File: config.mk
export PLATFORM = sky130hd
export DESIGN_NAME = mem_access_arbiter_flat
export DESIGN_NICKNAME = d
export VERILOG_FILES = /design/src/rtl/mem_access_arbiter_if.sv /design/src/rtl/mem_access_arbiter.sv /design/src/flat_wrapper.sv
export SDC_FILE = /design/constraint.sdc
export NUM_CORES = 1
export LEC_CHECK = 0
export ABC_AREA = 1
export BUFFER_PORTS_ARGS = -buffer_cell sky130_fd_sc_hd__buf_2
export CAP_MARGIN = 10
export CORE_MARGIN = 2
export CORE_UTILIZATION = 40
export CTS_CLUSTER_DIAMETER = 50
export CTS_CLUSTER_SIZE = 24
export DETAILED_ROUTE_END_ITERATION = 10
export HOLD_SLACK_MARGIN = 0.08
export PLACE_DENSITY = 0.67
export SLEW_MARGIN = 0
export SYNTH_ARGS = -nofsm -noshare
export SYNTH_HDL_FRONTEND = slang
export SYNTH_SLANG_ARGS = --single-unit
File: constraint.sdc
create_clock -name clk -period 1.4 [get_ports clk]
set_clock_uncertainty 0.1 [all_clocks]
set_input_delay 0.28 -clock clk [delete_from_list [all_inputs] [get_ports clk]]
set_output_delay 0.28 -clock clk [all_outputs]
set_load 0.01 [all_outputs]
File: src/rtl/mem_access_arbiter_if.sv
// Bus bundle between the two requesters, the arbiter and the 8x8 memory cell array.
// The master modport is the environment (requesters + array); slave is the arbiter.
interface mem_access_arbiter_if #(
  parameter int ADDR_W = 3,
  parameter int DATA_W = 8
);
  logic              req0;
  logic              req1;
  logic              op0;
  logic              op1;
  logic [ADDR_W-1:0] addr0;
  logic [ADDR_W-1:0] addr1;
  logic [DATA_W-1:0] wdata0;
  logic [DATA_W-1:0] wdata1;
  logic              gnt0;
  logic              gnt1;
  logic              done0;
  logic              done1;
  logic              err;
  logic [DATA_W-1:0] rdata;
  logic              mem_select;
  logic              mem_rw;
  logic [ADDR_W-1:0] mem_addr;
  logic [DATA_W-1:0] mem_wdata;
  logic [DATA_W-1:0] mem_rdata;
  logic              mem_valid;

  modport master (
    output req0, req1, op0, op1, addr0, addr1, wdata0, wdata1, mem_rdata, mem_valid,
    input  gnt0, gnt1, done0, done1, err, rdata, mem_select, mem_rw, mem_addr, mem_wdata
  );

  modport slave (
    input  req0, req1, op0, op1, addr0, addr1, wdata0, wdata1, mem_rdata, mem_valid,
    output gnt0, gnt1, done0, done1, err, rdata, mem_select, mem_rw, mem_addr, mem_wdata
  );
endinterface

File: src/rtl/mem_access_arbiter.sv
// Two-requester round-robin arbiter/sequencer for the memory cell array: latches one
// request, drives the array until mem_valid (or timeout), then pulses done for the winner.
module mem_access_arbiter #(
  parameter int ADDR_W  = 3,
  parameter int DATA_W  = 8,
  parameter int TIMEOUT = 15
) (
  input  logic                  clk,
  input  logic                  rst_n,
  mem_access_arbiter_if.slave   bus
);

  localparam int              CNT_W    = $clog2(TIMEOUT) + 1;
  localparam logic [CNT_W-1:0] CNT_LAST = CNT_W'(TIMEOUT - 1);
  localparam logic [CNT_W-1:0] CNT_ONE  = CNT_W'(1);

  typedef enum logic [1:0] {
    S_IDLE   = 2'd0,
    S_ACCESS = 2'd1,
    S_DONE   = 2'd2
  } state_t;

  state_t            state_r;
  logic              last_r;
  logic              winner_r;
  logic [CNT_W-1:0]  cnt_r;

  logic              pick1_s;
  logic              sel_op_s;
  logic [ADDR_W-1:0] sel_addr_s;
  logic [DATA_W-1:0] sel_wdata_s;

  // Arbitration: a sole requester wins; under contention the one not served last wins.
  always_comb begin
    pick1_s     = 1'b0;
    sel_op_s    = 1'b0;
    sel_addr_s  = {ADDR_W{1'b0}};
    sel_wdata_s = {DATA_W{1'b0}};
    if (bus.req0 && bus.req1) begin
      pick1_s = ~last_r;
    end else if (bus.req1) begin
      pick1_s = 1'b1;
    end else begin
      pick1_s = 1'b0;
    end
    if (pick1_s) begin
      sel_op_s    = bus.op1;
      sel_addr_s  = bus.addr1;
      sel_wdata_s = bus.wdata1;
    end else begin
      sel_op_s    = bus.op0;
      sel_addr_s  = bus.addr0;
      sel_wdata_s = bus.wdata0;
    end
  end

  // Sequencer FSM with all outputs registered; last_r resets to 1 so req0 wins the first tie.
  always_ff @(posedge clk or negedge rst_n) begin
    if (!rst_n) begin
      state_r        <= S_IDLE;
      last_r         <= 1'b1;
      winner_r       <= 1'b0;
      cnt_r          <= {CNT_W{1'b0}};
      bus.gnt0       <= 1'b0;
      bus.gnt1       <= 1'b0;
      bus.done0      <= 1'b0;
      bus.done1      <= 1'b0;
      bus.err        <= 1'b0;
      bus.rdata      <= {DATA_W{1'b0}};
      bus.mem_select <= 1'b0;
      bus.mem_rw     <= 1'b0;
      bus.mem_addr   <= {ADDR_W{1'b0}};
      bus.mem_wdata  <= {DATA_W{1'b0}};
    end else begin
      case (state_r)
        S_IDLE: begin
          if (bus.req0 || bus.req1) begin
            winner_r       <= pick1_s;
            bus.mem_rw     <= sel_op_s;
            bus.mem_addr   <= sel_addr_s;
            bus.mem_wdata  <= sel_wdata_s;
            bus.mem_select <= 1'b1;
            bus.gnt0       <= ~pick1_s;
            bus.gnt1       <= pick1_s;
            cnt_r          <= {CNT_W{1'b0}};
            state_r        <= S_ACCESS;
          end else begin
            state_r <= S_IDLE;
          end
        end
        S_ACCESS: begin
          // mem_valid on the last counted cycle still wins over the abort.
          if (bus.mem_valid) begin
            if (!bus.mem_rw) begin
              bus.rdata <= bus.mem_rdata;
            end else begin
              bus.rdata <= bus.rdata;
            end
            bus.err        <= 1'b0;
            bus.mem_select <= 1'b0;
            bus.done0      <= ~winner_r;
            bus.done1      <= winner_r;
            state_r        <= S_DONE;
          end else if (cnt_r == CNT_LAST) begin
            bus.err        <= 1'b1;
            bus.mem_select <= 1'b0;
            bus.done0      <= ~winner_r;
            bus.done1      <= winner_r;
            state_r        <= S_DONE;
          end else begin
            cnt_r <= cnt_r + CNT_ONE;
          end
        end
        S_DONE: begin
          last_r    <= winner_r;
          bus.done0 <= 1'b0;
          bus.done1 <= 1'b0;
          bus.err   <= 1'b0;
          bus.gnt0  <= 1'b0;
          bus.gnt1  <= 1'b0;
          state_r   <= S_IDLE;
        end
        default: begin
          bus.mem_select <= 1'b0;
          bus.gnt0       <= 1'b0;
          bus.gnt1       <= 1'b0;
          bus.done0      <= 1'b0;
          bus.done1      <= 1'b0;
          bus.err        <= 1'b0;
          state_r        <= S_IDLE;
        end
      endcase
    end
  end

endmodule

File: src/flat_wrapper.sv
// flat-port wrapper written by rule: the top's interface ports become plain ports
module mem_access_arbiter_flat 
#(
  parameter int ADDR_W  = 3,
  parameter int DATA_W  = 8,
  parameter int TIMEOUT = 15
)
  (clk, rst_n, bus_req0, bus_req1, bus_op0, bus_op1, bus_addr0, bus_addr1, bus_wdata0, bus_wdata1, bus_mem_rdata, bus_mem_valid, bus_gnt0, bus_gnt1, bus_done0, bus_done1, bus_err, bus_rdata, bus_mem_select, bus_mem_rw, bus_mem_addr, bus_mem_wdata);
  mem_access_arbiter_if #(.ADDR_W(ADDR_W), .DATA_W(DATA_W)) bus_i ();
  input  logic clk;
  input  logic rst_n;
  input wire logic [$bits(bus_i.req0)-1:0] bus_req0;
  input wire logic [$bits(bus_i.req1)-1:0] bus_req1;
  input wire logic [$bits(bus_i.op0)-1:0] bus_op0;
  input wire logic [$bits(bus_i.op1)-1:0] bus_op1;
  input wire logic [$bits(bus_i.addr0)-1:0] bus_addr0;
  input wire logic [$bits(bus_i.addr1)-1:0] bus_addr1;
  input wire logic [$bits(bus_i.wdata0)-1:0] bus_wdata0;
  input wire logic [$bits(bus_i.wdata1)-1:0] bus_wdata1;
  input wire logic [$bits(bus_i.mem_rdata)-1:0] bus_mem_rdata;
  input wire logic [$bits(bus_i.mem_valid)-1:0] bus_mem_valid;
  output wire logic [$bits(bus_i.gnt0)-1:0] bus_gnt0;
  output wire logic [$bits(bus_i.gnt1)-1:0] bus_gnt1;
  output wire logic [$bits(bus_i.done0)-1:0] bus_done0;
  output wire logic [$bits(bus_i.done1)-1:0] bus_done1;
  output wire logic [$bits(bus_i.err)-1:0] bus_err;
  output wire logic [$bits(bus_i.rdata)-1:0] bus_rdata;
  output wire logic [$bits(bus_i.mem_select)-1:0] bus_mem_select;
  output wire logic [$bits(bus_i.mem_rw)-1:0] bus_mem_rw;
  output wire logic [$bits(bus_i.mem_addr)-1:0] bus_mem_addr;
  output wire logic [$bits(bus_i.mem_wdata)-1:0] bus_mem_wdata;
  assign bus_i.req0 = bus_req0;
  assign bus_i.req1 = bus_req1;
  assign bus_i.op0 = bus_op0;
  assign bus_i.op1 = bus_op1;
  assign bus_i.addr0 = bus_addr0;
  assign bus_i.addr1 = bus_addr1;
  assign bus_i.wdata0 = bus_wdata0;
  assign bus_i.wdata1 = bus_wdata1;
  assign bus_i.mem_rdata = bus_mem_rdata;
  assign bus_i.mem_valid = bus_mem_valid;
  assign bus_gnt0 = bus_i.gnt0;
  assign bus_gnt1 = bus_i.gnt1;
  assign bus_done0 = bus_i.done0;
  assign bus_done1 = bus_i.done1;
  assign bus_err = bus_i.err;
  assign bus_rdata = bus_i.rdata;
  assign bus_mem_select = bus_i.mem_select;
  assign bus_mem_rw = bus_i.mem_rw;
  assign bus_mem_addr = bus_i.mem_addr;
  assign bus_mem_wdata = bus_i.mem_wdata;
  mem_access_arbiter #(.ADDR_W(ADDR_W), .DATA_W(DATA_W), .TIMEOUT(TIMEOUT)) u_core (.clk(clk), .rst_n(rst_n), .bus(bus_i));
endmodule
# ---- After elaboration in Yosys (flattened, before gate mapping)
# Cells that the tools add are included.
# Widths: inputs -> output; s select.
dict set report totals {
  reg_bits 35
  latch_bits 0
  mem_bits_rw 0
  romBits 0
  out_inout_bits 26
  word_cells 69
  n_memories 0
}
dict set report op_classes {
  addsub 1
  multipliers 0
  div_mod_pow 0
  n_lt_le_gt_ge 0
  n_eq_ne 7
  shift 0
  mux 30
  bitwise_logic 7
  reduce_logical 10
}
# op count
set ops {}
lappend ops {{$mux 1} 15}
lappend ops {{$mux 5} 3}
lappend ops {{$pmux 1 s2} 5}
lappend ops {{$pmux 5 s2} 1}
lappend ops {{$mux 8} 1}
lappend ops {{$not 1->1} 7}
lappend ops {{$reduce_and 2->1} 3}
lappend ops {{$reduce_and 3->1} 2}
lappend ops {{$add 5x1->5 const B} 1}
lappend ops {{$eq 5x4->1 const B} 1}
lappend ops {{$mux 2} 2}
lappend ops {{$ne 2x2->1 const B} 2}
lappend ops {{$pmux 2 s2} 1}
lappend ops {{$reduce_and 4->1} 1}
lappend ops {{$mux 3} 1}
lappend ops {{$ne 3x2->1 const B} 1}
lappend ops {{$pmux 1 s3} 1}
lappend ops {{$eq 2x1->1 const B} 1}
lappend ops {{$eq 2x2->1 const B} 1}
lappend ops {{$logic_not 2->1} 1}
lappend ops {{$ne 2x1->1 const B} 1}
lappend ops {{$reduce_bool 2->1} 1}
lappend ops {{$logic_and 1x1->1} 1}
lappend ops {{$logic_or 1x1->1} 1}

# ---- Longest topological paths before layout
dict set report logic_depth {
  depth_word 5
  depth_mapped 9
}

# ---- Least setup slack after synthesis
# Ideal clock, no wire load.
dict set report synth_path {
  kind {flip-flop to flip-flop}
  start {reg u_core.last_r}
  end {reg u_core.bus.mem_addr[0]}
  arrival_time_ns 1.074
  t_required_ns 1.178
  slack_ns 0.105
  stages_incl_launch_ff 7
  path_buffers 1
  period_less_slack_ns 1.295
  cell_sequence {dfstp_2 > nand2_1 > nand2_1 > inv_1 > buf_2 > nand3_1 > nand3_2}
}
dict set report synth_between {
  elab_chain_cells 3
}
# item line
set synth_lines {}
lappend synth_lines {{start: declaration} mem_access_arbiter.sv:24} ;# logic last_r;
lappend synth_lines {{start signal: assignment} mem_access_arbiter.sv:115} ;# last_r <= winner_r;
lappend synth_lines {{$not 1->1} mem_access_arbiter.sv:40} ;# pick1_s = ~last_r;
lappend synth_lines {{$mux 1} mem_access_arbiter.sv:39} ;# if (bus.req0 && bus.req1) begin
lappend synth_lines {{$mux 3} mem_access_arbiter.sv:46} ;# if (pick1_s) begin
lappend synth_lines {{end signal: assignment} mem_access_arbiter.sv:72} ;# bus.mem_addr <= {ADDR_W{1'b0}};
lappend synth_lines {{end signal: assignment} mem_access_arbiter.sv:80} ;# bus.mem_addr <= sel_addr_s;
lappend synth_lines {{end: declaration} mem_access_arbiter_if.sv:35} ;# output gnt0, gnt1, done0, done1, err, rdata, mem_select, mem_rw, mem_addr, mem_wdata
# No other way between the ends.
# A chain may end at the register's enable or synchronous reset.

# ---- Worst setup path in the final report
dict set report layout_path {
  start {reg u_core.cnt_r[0]}
  end {reg u_core.cnt_r[0]}
}
dict set report layout_between {
  elab_chain_cells 4
  elab_cells_between_ends 7
  classes_between {add/sub: 1; eq/ne: 2; mux: 3; reduce/logical: 1}
}
# item line
set layout_lines {}
lappend layout_lines {{start: declaration} mem_access_arbiter.sv:26} ;# logic [CNT_W-1:0] cnt_r;
lappend layout_lines {{start signal: assignment} mem_access_arbiter.sv:63} ;# cnt_r <= {CNT_W{1'b0}};
lappend layout_lines {{start signal: assignment} mem_access_arbiter.sv:85} ;# cnt_r <= {CNT_W{1'b0}};
lappend layout_lines {{start signal: assignment} mem_access_arbiter.sv:111} ;# cnt_r <= cnt_r + CNT_ONE;
lappend layout_lines {{$add 5x1->5} mem_access_arbiter.sv:111}
lappend layout_lines {{$mux 5} mem_access_arbiter.sv:104} ;# end else if (cnt_r == CNT_LAST) begin
lappend layout_lines {{$mux 5} mem_access_arbiter.sv:93} ;# if (bus.mem_valid) begin
lappend layout_lines {{$pmux 5 s2} mem_access_arbiter.sv:75} ;# case (state_r)
# Parallel ways exist; a longest one is shown, timed or not. The select of a mux whose other input is x is not followed.

==> summary.md <==
| Metric | Value |
|---|---|
| Status | `complete, no violations` |
| Final period util | `a little over nine tenths` |
| Number of synthesized flops with an enable pin | `0` |
| Dpl hpwl | `around 2.9 mm` |
| Final worst slack | `77.9 ps` |
| P&R area growth vs syn | `30.9%` |
| Logic pwr share | `45.3%` |
| Max-slew violations | `0` |
| Reg clk slew, reported paths | `70 ps` |
| Distinct cells, synth | `24` |
| # Post-CTS Setup Buffers | `0` |
| Leakage power | `between 1 and 1.5 nW` |
| Synth Flop Type | `dfrtp_1` |
| Die Width | `71.2 um` |
| Core region area | `4350 sq um` |
| Fill count | `417` |
| Routed length per instance | `11.5 um` |
| Worst slew pin tran | `~350 ps` |
| Hold WC Path Type | `input pin to flop` |
| DR DRC count | `0` |
| Synth area leader | `dfrtp_1` |
| Sw Share | `39.8%` |
| Most frequent cells after synthesis | `nand2_1, dfrtp_1, nand3_1` |
| Worst Setup Start Kind | `flop` |
| Critical Setup Path Class | `flop to flop` |
| First-pass GRT wire length | `roughly 6.6 mm` |
| Synthesis-stage register bit count | `35` |
| Fmax | `0.756 GHz` |
| Die Y | `71.2 um` |
| Area of the multi-input gates | `between 800 and 900 sq um` |
| Crit path cell chain | `inv_1, ha_1, nand2_1, inv_1, nand2_1, nand2_4, inv_2, nand2_1, nand2_1` |
| Avg Inst Size Synth | `8.82 sq um` |
| MaxCap Viol Count | `0` |
| Post-synthesis sequential area ratio | `between 40% and 50%` |
| Min Tclk post-route | `between 1000 and 1500 ps` |
| Antenna Cells | `0` |
| Initial antenna violation count | `0` |
| Pint | `2.88 mW` |
| Post-Syn Area | `1810 sq um` |
| Share of layout cells above drive strength 1 | `between 40 and 50%` |
| Most used cell, CP | `nand2_1` |
| CP max stage delay | `400 ps` |
| Largest net degree at the start of global routing | `23` |
| Peak supply drop | `1.06 mV` |
| Sequential fraction of design power | `36.1%` |
| Post-synth top area share | `47.1%` |
| CTS Buf Count | `5` |
| CTS Buffer Depth | `2` |
| Via/cell ratio | `about 4.7` |
| Post-Syn Instances | `205` |
| Setup crit end kind | `flop` |
| Initial DRC Count | `43` |
| Final net count | `319` |
| Routed Antenna Nets | `0` |
| Setup TNS | `0 ps` |
| Core Util, Final | `54.3%` |
| Final setup violating endpoints | `0` |
| FF/Latch Area | `just under 900 sq um` |
| I/O Pins | `63` |
| Total track usage | `16.6%` |
| H-tree depth | `2` |
| Total wire length | `about 3.8 mm` |
| Fin Hold WS | `122 ps` |
| Vias in the first global route | `1465` |
| Via Count | `1571` |
| Clk root buf | `clkbuf_8` |
| Clock network fraction of total power | `18.6%` |
| CP Buf/Inv Count | `3` |
| Initial Util | `41.5%` |
| Placed cells | `323` |
| GPL Wtd Cong | `0.781` |
| Critical Path RT | `1470 ps` |
| Crit-path max FO | `6` |
| Post-synth net total | `244` |
| Die ar. | `5070 sq um` |
| CTS tree | `built` |
| CP top delay family | `flip-flops` |
| Final non-filler cell total | `333` |
| RSZ-0062 raised after global routing | `no` |
| CP Data Arrival Time | `1400 ps` |
| Sw Pwr | `1.91 mW` |
| Final hold vios | `0` |
| First-pass DRT Iterations | `2` |
| Pwr Density | `2030 nW/um^2` |
| Row count | `24` |
| Warnings from Yosys | `0` |
| Slowest CP cell | `dfrtp_1` |
| Most common cell in the netlist | `nand2_1` |
| Largest cells by area after synthesis | `dfrtp_1, nand2_1, nand3_2, nand3_1, inv_1` |
| CTS Sinks | `35` |
| Input/output buffers | `62` |
| Pre-CTS setup slack | `49.3 ps` |
| Grt total ovfl | `0` |
| Async set-or-reset flop fraction in the synthesized netlist | `100%` |
| Worst skew pair latency | `280 ps` |
| Headroom to the max-slew limit | `roughly 77%` |
## logic make-up (layout without fill, tap and decap cells)
logic type                 Yosys count  count (layout)  synth area share (%)
and+or+nand+nor                    132             132                  39.2
AOI/OAI and AO/OA                   10              10                  3.46
buffers and inverters               26             102                  7.47
DFF                                 35              35                  48.5
adders and majority gates            2               2                  1.38
## tightest hold or removal path, stage by stage
cell and delay [ps]:
buf_2 70, nand3_1 60, nand2_1 60
## path summary, 6_finish.rpt
path | endpoint | slack, ps | depth (start not counted) | start
min reg2reg | u_core.bus.rdata[7]$_DFFE_PN0P_ | 370 | 2 | u_core.bus.rdata[7]$_DFFE_PN0P_
min | u_core.bus.rdata[0]$_DFFE_PN0P_ | 120 | 3 | bus_mem_rdata[0]
min in group asynchronous | u_core.cnt_r[2]$_DFFE_PN0P_ | 330 | 2 | rst_n
max | u_core.cnt_r[0]$_DFFE_PN0P_ | 80 | 9 | u_core.cnt_r[0]$_DFFE_PN0P_
max in group asynchronous | u_core.last_r$_DFFE_PN1N_ | 360 | 3 | rst_n
max reg2reg | u_core.cnt_r[0]$_DFFE_PN0P_ | 80 | 9 | u_core.cnt_r[0]$_DFFE_PN0P_
## registers in the layout, summed over array words and instances, names as in the netlist, 2 cells and up
name / flops
u_core.bus.rdata: 8
u_core.state_r: 2
u_core.cnt_r: 5
u_core.bus.mem_wdata: 8
u_core.bus.mem_addr: 3
## metrics by stage
stage | instance area [sq um] | total power [mW]
floorplan | 1810 | 3.19
finish | 2370 | 4.79
global placement | 2220 | 3.91
global route | 2370 | 5.22
detailed placement | 2220 | 3.93
CTS | 2350 | 4.85
## layout make-up
cell class | instances | share of cell area, %
timing repair buffer | 73 | 17.8
tap | 52 | 2.75
multi-input combinational | 144 | 34.0
inverter | 20 | 3.33
clock inverter | 3 | 1.85
clock buffer | 5 | 2.91
sequential | 35 | 37.1
timing repair inverter | 1 | 0.317
## layout by cell type, fill, tap and decap left out, types with 2 or more instances in the layout
master / netlist / routed
clkbuf_8: 0 / 5
buf_2: 2 / 62
nand3_2: 19 / 19
nand3_1: 23 / 23
buf_4: 1 / 8
nor2_2: 2 / 2
o21ai_0: 2 / 2
dfrtp_1: 34 / 33
clkinvlp_4: 0 / 2
nor2_4: 3 / 3
ha_1: 2 / 2
inv_2: 4 / 4
nor2_1: 3 / 3
o211ai_1: 3 / 3
nand2_2: 4 / 4
buf_12: 1 / 2
nand2_1: 73 / 72
inv_1: 16 / 15
a21oi_1: 2 / 2
nand4_1: 2 / 2
nand2_4: 3 / 4
## power groups by stage
stage                     clock network [mW]  registers (mW)  logic, mW
after floorplan                            0            1.89       1.29
after global placement                     0            1.75       2.16
after detailed placement                   0            1.75       2.19
after CTS                              0.926            1.74       2.19
after global routing                   0.966            1.80       2.46
final                                  0.892            1.73       2.17
## what timing repair did
| item | in CTS | in global routing |
|---|---|---|
| endpoints found under the hold margin | 13 | 0 |
| hold buffers | 1 | 0 |
| resized for setup | 0 | 5 |
| setup endpoints to repair | 0 | 12 |
## routing by layer
metal	part of all wire, %	track usage, %	wire, um
met1	46	21.8	1780
met2	47	27.2	1810
met3	5.1	4.50	196
met4	1.1	4.40	41
met5	0	0	0
Note: power is estimated with default switching activity, not from simulation.
